==> config.mk <==
export PLATFORM = sky130hd
export DESIGN_NAME = rf_wr_arbiter_flat
export DESIGN_NICKNAME = d
export VERILOG_FILES = /design/src/rtl/rf_wr_arbiter_if.sv /design/src/rtl/rf_wr_arbiter.sv /design/src/flat_wrapper.sv
export SDC_FILE = /design/constraint.sdc
export NUM_CORES = 1
export LEC_CHECK = 0
export CAP_MARGIN = 20
export CORE_ASPECT_RATIO = 0.7
export CORE_MARGIN = 1
export CORE_UTILIZATION = 55
export CTS_BUF_LIST = sky130_fd_sc_hd__clkbuf_2 sky130_fd_sc_hd__clkbuf_4 sky130_fd_sc_hd__clkbuf_8
export CTS_CLUSTER_SIZE = 20
export DETAILED_ROUTE_END_ITERATION = 10
export PLACE_DENSITY = 0.82
export SYNTH_ARGS = -nofsm -noshare
export SYNTH_HDL_FRONTEND = slang
export SYNTH_SLANG_ARGS = --single-unit
==> constraint.sdc <==
create_clock -name clk -period 3.33 [get_ports clk]
set_clock_uncertainty 0.2 [all_clocks]
set_input_delay 0.8325 -clock clk [delete_from_list [all_inputs] [get_ports clk]]
set_output_delay 0.8325 -clock clk [all_outputs]
set_load 0.02 [all_outputs]
==> src/rtl/rf_wr_arbiter_if.sv <==
// Register-file write-side bundle: WB write, MDU result handshake, hazard
// scoreboard lookups and the merged RF write bus.
interface rf_wr_arbiter_if #(
   parameter int unsigned DEPTH = 4,
   parameter int unsigned AW    = 5,
   parameter int unsigned DW    = 32
);
   localparam int unsigned CW = $clog2(DEPTH) + 1;

   logic          wb_wr;
   logic [AW-1:0] wb_addr;
   logic [DW-1:0] wb_data;
   logic          md_valid;
   logic [AW-1:0] md_addr;
   logic [DW-1:0] md_data;
   logic          md_ready;
   logic [AW-1:0] RsAddr;
   logic [AW-1:0] RtAddr;
   logic          RsPend;
   logic          RtPend;
   logic          RegWr;
   logic [AW-1:0] WrAddr;
   logic [DW-1:0] WrData;
   logic [CW-1:0] count;

   modport master (
      output wb_wr, wb_addr, wb_data, md_valid, md_addr, md_data, RsAddr, RtAddr,
      input  md_ready, RsPend, RtPend, RegWr, WrAddr, WrData, count
   );

   modport slave (
      input  wb_wr, wb_addr, wb_data, md_valid, md_addr, md_data, RsAddr, RtAddr,
      output md_ready, RsPend, RtPend, RegWr, WrAddr, WrData, count
   );
endinterface

==> src/rtl/rf_wr_arbiter.sv <==
// RF write-port arbiter: WB writes pass through, MDU results queue in a FIFO with
// per-entry live bits (WAW squash) and drain on WB-idle cycles.
module rf_wr_arbiter #(
   parameter int unsigned DEPTH = 4,
   parameter int unsigned AW    = 5,
   parameter int unsigned DW    = 32
) (
   input  logic          clk,
   input  logic          rst_n,
   rf_wr_arbiter_if.slave bus
);
   localparam int unsigned PW = $clog2(DEPTH);
   localparam int unsigned CW = PW + 1;

   logic [AW-1:0]    r_addr [DEPTH];
   logic [DW-1:0]    r_data [DEPTH];
   logic [DEPTH-1:0] r_live;
   logic [PW-1:0]    r_wptr;
   logic [PW-1:0]    r_rptr;
   logic [CW-1:0]    r_count;
   logic             r_md_ready;

   logic             w_wb_act;
   logic             w_nempty;
   logic             w_head_live;
   logic             w_drain;
   logic             w_pop;
   logic             w_push;
   logic [CW-1:0]    w_count_d;
   logic [DEPTH-1:0] w_live_d;
   logic             w_rs_hit;
   logic             w_rt_hit;

   assign w_wb_act    = bus.wb_wr && (bus.wb_addr != '0);
   assign w_nempty    = (r_count != '0);
   assign w_head_live = r_live[r_rptr];
   assign w_drain     = w_nempty && w_head_live && !w_wb_act;
   // A squashed head never needs the write port, so it retires even under WB traffic.
   assign w_pop       = w_nempty && (!w_head_live || !w_wb_act);
   assign w_push      = bus.md_valid && r_md_ready && (bus.md_addr != '0);

   always_comb begin
      w_count_d = r_count;
      if (w_push && !w_pop) begin
         w_count_d = r_count + CW'(1);
      end else if (!w_push && w_pop) begin
         w_count_d = r_count - CW'(1);
      end
   end

   always_comb begin
      w_live_d = r_live;
      for (int i = 0; i < DEPTH; i++) begin
         if (w_wb_act && (r_addr[i] == bus.wb_addr)) begin
            w_live_d[i] = 1'b0;
         end
      end
      if (w_pop) begin
         w_live_d[r_rptr] = 1'b0;
      end
      // A same-edge MDU enqueue is newer than the WB write, so it stays live.
      if (w_push) begin
         w_live_d[r_wptr] = 1'b1;
      end
   end

   always_comb begin
      w_rs_hit = 1'b0;
      w_rt_hit = 1'b0;
      for (int i = 0; i < DEPTH; i++) begin
         if (r_live[i] && (r_addr[i] == bus.RsAddr)) w_rs_hit = 1'b1;
         if (r_live[i] && (r_addr[i] == bus.RtAddr)) w_rt_hit = 1'b1;
      end
   end

   assign bus.RsPend = w_rs_hit && (bus.RsAddr != '0);
   assign bus.RtPend = w_rt_hit && (bus.RtAddr != '0);

   always_comb begin
      bus.RegWr  = 1'b0;
      bus.WrAddr = '0;
      bus.WrData = '0;
      if (w_wb_act) begin
         bus.RegWr  = 1'b1;
         bus.WrAddr = bus.wb_addr;
         bus.WrData = bus.wb_data;
      end else if (w_drain) begin
         bus.RegWr  = 1'b1;
         bus.WrAddr = r_addr[r_rptr];
         bus.WrData = r_data[r_rptr];
      end
   end

   assign bus.md_ready = r_md_ready;
   assign bus.count    = r_count;

   always_ff @(posedge clk or negedge rst_n) begin
      if (!rst_n) begin
         for (int i = 0; i < DEPTH; i++) begin
            r_addr[i] <= '0;
            r_data[i] <= '0;
         end
         r_live     <= '0;
         r_wptr     <= '0;
         r_rptr     <= '0;
         r_count    <= '0;
         r_md_ready <= 1'b0;
      end else begin
         r_live     <= w_live_d;
         r_count    <= w_count_d;
         r_md_ready <= (w_count_d < CW'(DEPTH));
         if (w_push) begin
            r_addr[r_wptr] <= bus.md_addr;
            r_data[r_wptr] <= bus.md_data;
            r_wptr         <= r_wptr + PW'(1);
         end
         if (w_pop) begin
            r_rptr <= r_rptr + PW'(1);
         end
      end
   end
endmodule
==> src/flat_wrapper.sv <==
// flat-port wrapper written by rule: the top's interface ports become plain ports
module rf_wr_arbiter_flat 
#(
   parameter int unsigned DEPTH = 4,
   parameter int unsigned AW    = 5,
   parameter int unsigned DW    = 32
)
  (clk, rst_n, bus_wb_wr, bus_wb_addr, bus_wb_data, bus_md_valid, bus_md_addr, bus_md_data, bus_RsAddr, bus_RtAddr, bus_md_ready, bus_RsPend, bus_RtPend, bus_RegWr, bus_WrAddr, bus_WrData, bus_count);
  rf_wr_arbiter_if #(.DEPTH(DEPTH), .AW(AW), .DW(DW)) bus_i ();
  input  logic clk;
  input  logic rst_n;
  input wire logic [$bits(bus_i.wb_wr)-1:0] bus_wb_wr;
  input wire logic [$bits(bus_i.wb_addr)-1:0] bus_wb_addr;
  input wire logic [$bits(bus_i.wb_data)-1:0] bus_wb_data;
  input wire logic [$bits(bus_i.md_valid)-1:0] bus_md_valid;
  input wire logic [$bits(bus_i.md_addr)-1:0] bus_md_addr;
  input wire logic [$bits(bus_i.md_data)-1:0] bus_md_data;
  input wire logic [$bits(bus_i.RsAddr)-1:0] bus_RsAddr;
  input wire logic [$bits(bus_i.RtAddr)-1:0] bus_RtAddr;
  output wire logic [$bits(bus_i.md_ready)-1:0] bus_md_ready;
  output wire logic [$bits(bus_i.RsPend)-1:0] bus_RsPend;
  output wire logic [$bits(bus_i.RtPend)-1:0] bus_RtPend;
  output wire logic [$bits(bus_i.RegWr)-1:0] bus_RegWr;
  output wire logic [$bits(bus_i.WrAddr)-1:0] bus_WrAddr;
  output wire logic [$bits(bus_i.WrData)-1:0] bus_WrData;
  output wire logic [$bits(bus_i.count)-1:0] bus_count;
  assign bus_i.wb_wr = bus_wb_wr;
  assign bus_i.wb_addr = bus_wb_addr;
  assign bus_i.wb_data = bus_wb_data;
  assign bus_i.md_valid = bus_md_valid;
  assign bus_i.md_addr = bus_md_addr;
  assign bus_i.md_data = bus_md_data;
  assign bus_i.RsAddr = bus_RsAddr;
  assign bus_i.RtAddr = bus_RtAddr;
  assign bus_md_ready = bus_i.md_ready;
  assign bus_RsPend = bus_i.RsPend;
  assign bus_RtPend = bus_i.RtPend;
  assign bus_RegWr = bus_i.RegWr;
  assign bus_WrAddr = bus_i.WrAddr;
  assign bus_WrData = bus_i.WrData;
  assign bus_count = bus_i.count;
  rf_wr_arbiter #(.DEPTH(DEPTH), .AW(AW), .DW(DW)) u_core (.clk(clk), .rst_n(rst_n), .bus(bus_i));
endmodule
==> metrics.md <==
| Metric | Value |
|---|---|
| Pleak | `4.54 nW` |
| Non-filler instance count after layout | `953` |
| Inst Count DP | `910` |
| Port bufs | `131` |
| Setup TNS | `-2.59 ns` |
| Reg2reg setup slack | `0.99 ns` |
| First-pass GRT wire length | `34.1 mm` |
| Complex-gate fraction of the synthesized area | `5.85%` |
| Footprint of the multi-input gates | `4030 µm²` |
| Yosys reg bits | `160` |
| Cells after synthesis | `587` |
| Final hold violation count | `0` |
| Arr. time, crit path | `2.40 ns` |
| Antenna viol nets, final | `0` |
| Clock latency on the worst-skew pair | `0.45 ns` |
| RSZ-0062 raised after global routing | `true` |
| Antenna violations before repair | `0` |
| Crit path kind | `in -> out` |
| Starting Density | `56.4%` |
| Largest family of logic cells by synthesized area | `multiplexers` |
| Max Cap Viol | `0` |
| Max FO, Critical Path | `8` |
| Routed length on met1 | `9.43 mm` |
| Wire length per cell | `22.3 µm` |
| DP HPWL | `14.5 mm` |
| Cell depth of the worst flop-to-flop path | `11` |
| Routed met3 length | `1.60 mm` |
| Overall Power | `10.0 mW` |
| Syn_nets | `688` |
| Worst slew pin tran | `0.612 ns` |
| Max clock buf depth | `2` |
| Die Span Y | `105 µm` |
| FF-to-FF Start | `u_core.bus.count[0]` |
| Run status | `finished with violations` |
| Cts bufs inserted | `17` |
| Final Setup Violations | `37` |
| Final worst slack | `-0.101 ns` |
| CP required | `2.30 ns` |
| DP Worst Slack | `-0.856 ns` |
| FILL cells | `954` |
| Clock sink count | `160` |
| Via count | `5708` |
| Layout cells sized above 1 | `43.8%` |
| Syn. warnings | `0` |
| Synth Cell Area | `8280 µm²` |
| Met2 routed WL | `9.96 mm` |
| Total GRT Usage | `29.4%` |
| Nature of the critical path endpoint | `output port` |
| CTS tree | `built` |
| N_diodes | `0` |
| Period utilization | `103%` |
| Number of global-route vias before repair | `6103` |
| Largest net degree at the start of global routing | `64` |
| Via/cell ratio | `5.99` |
| Distinct cells, synth | `33` |
| Core area | `14700 µm²` |
| DRC errors left | `0` |
| Mean Syn Cell Area | `14.1 µm²` |
| Seq/Total Area, Yosys | `48.4%` |
| Root buf cell | `clkbuf_8` |
| Crit path time final | `3.43 ns` |
| H-tree Lvls | `4` |
| FMAX | `0.291 GHz` |
| Pins Over Slew Limit | `0` |
| Initial DRC Count | `330` |
| # rows | `37` |
| Die Span X | `149 µm` |
| Peak supply drop | `513 µV` |
| Die ar. | `15600 µm²` |
| Failing checks | `negative setup slack` |
| Nets@finish | `846` |
| Io pins | `132` |
| Post-synthesis xor/xnor area fraction | `6.66%` |
| Rel. slew slack | `59.2%` |
| P&R area growth vs syn | `27.8%` |
| Clock slew at reported path FFs | `0.09 ns` |
| Pwr/cell area | `948 nW/µm²` |
| Max Used Layer | `met4` |
| Worst Hold Class | `in -> async` |
| Overflow left after global routing | `0` |
| CP startpoint kind | `input pin` |
| Post-synthesis mux area share | `30.5%` |
| Drt total wl | `21.2 mm` |
| Synth Area in Adders | `1.96%` |
| GPL Wtd Cong | `0.951` |
| Iteration count of the initial detailed-routing pass | `4` |
| Synth Area in Simple Gates | `3.28%` |
| Final hold slack | `0.168 ns` |
| Register area | `4010 µm²` |
-- report_power, final --
part           internal [mW]  switching, mW
sequential              2.94          0.810
combinational           2.81           2.09
clock                  0.622          0.765
total                   6.37           3.67
-- cell families (layout without fill, tap and decap cells) --
family	count (synthesis)	after routing
XOR/XNOR	63	63
adder cells (fa/ha/maj)	13	13
AND/OR/NAND/NOR	49	49
AO/OA/AOI/OAI	60	60
multiplexers	186	186
buffers and inverters	56	227
flip-flops	160	160
-- flip-flops by register name, summed over array words and instances, names as in the netlist, named ones only --
register             count
u_core.r_wptr            2
u_core.r_addr           20
u_core.r_data          128
u_core.bus.md_ready      1
u_core.r_rptr            2
u_core.bus.count         2
u_core.r_live            4
-- worst max-delay path, stage by stage --
cell	delay [ns]
buf_6	0.09
or4_4	0.53
o21a_4	0.24
nor2_8	0.16
buf_12	0.13
buf_12	0.13
a22o_1	0.15
buf_6	0.12
-- final cells by class --
class	count	share of cell area, %
multi-input combinational	371	38.1
sequential	160	37.9
timing repair buffer	185	17.8
clock buffer	19	2.35
tap	195	2.31
clock inverter	13	1.21
inverter	10	0.355
-- how the worst max path moves through the flow --
stage | startpoint | to | slack [ns] | depth (start not counted)
global placement | bus_wb_addr[0] | bus_WrData[7] | -0.83 | 7
detailed placement | bus_wb_addr[0] | bus_WrData[11] | -0.86 | 7
global route | bus_wb_addr[3] | bus_WrData[11] | -0.14 | 8
finish | bus_wb_addr[3] | bus_WrData[11] | -0.10 | 8
floorplan | bus_wb_addr[3] | bus_WrData[10] | -0.06 | 7
CTS | bus_wb_addr[4] | bus_WrData[11] | -0.17 | 9
-- synth_stat cells --
cell type	instances	area share, %
nand2_1	12	0.54
a21oi_1	3	0.18
a22o_1	37	3.9
or4_1	2	0.18
nand2b_1	2	0.15
inv_1	10	0.45
buf_1	1	0.045
dfrtp_1	160	48
or4_4	1	0.14
o21a_1	3	0.27
buf_2	20	1.2
buf_6	2	0.27
o21ai_0	5	0.30
clkbuf_1	20	0.91
mux4_2	38	10
nor3_1	1	0.060
a21boi_4	1	0.23
mux2_2	148	20
nor2_1	4	0.18
nand3_1	12	0.73
a211oi_1	1	0.091
nor4_1	8	0.60
o31ai_1	1	0.091
a21oi_2	1	0.11
nor2_8	1	0.24
xnor2_1	22	2.3
buf_8	3	0.54
xor2_1	41	4.3
o21ai_1	4	0.24
o41ai_1	4	0.42
nand4_1	2	0.15
ha_1	13	2.0
and2_1	4	0.30
-- metal layers --
metal	GRT usage (%)	vias up
met3	6.11	25
met4	6.70	0
met1	42.5	2974
met5	0	-
li1	-	2478
met2	45.7	231
-- through the flow --
stage          utilization, %  area (µm²)
2_1_floorplan               -        8280
3_3_place_gp             68.1        9990
3_5_place_dp             68.1        9990
4_1_cts                  72.3       10600
5_1_grt                  72.1       10600
6_report                 72.1       10600
-- what timing repair did --
action,CTS,global route
gates cloned,4,0
setup buffers,10,4
endpoints found under the setup margin,40,39
hold endpoints to repair,0,0
hold buffers,0,0
pin swaps,18,16
resized for setup,257,22
-- placed cells by master (no fill, tap or decap), types with 8 or more instances in the layout --
cell type and instances:
mux2_2 148, mux4_2 38, clkdlybuf4s50_1 77, xnor2_1 22, dfrtp_1 158, ha_1 13, dlygate4sd2_1 8, buf_6 42
a22o_1 37, buf_12 9, xor2_1 41, inv_1 10, clkbuf_8 17, buf_4 41, nand3_1 12
(Power assumes the default switching activity.)
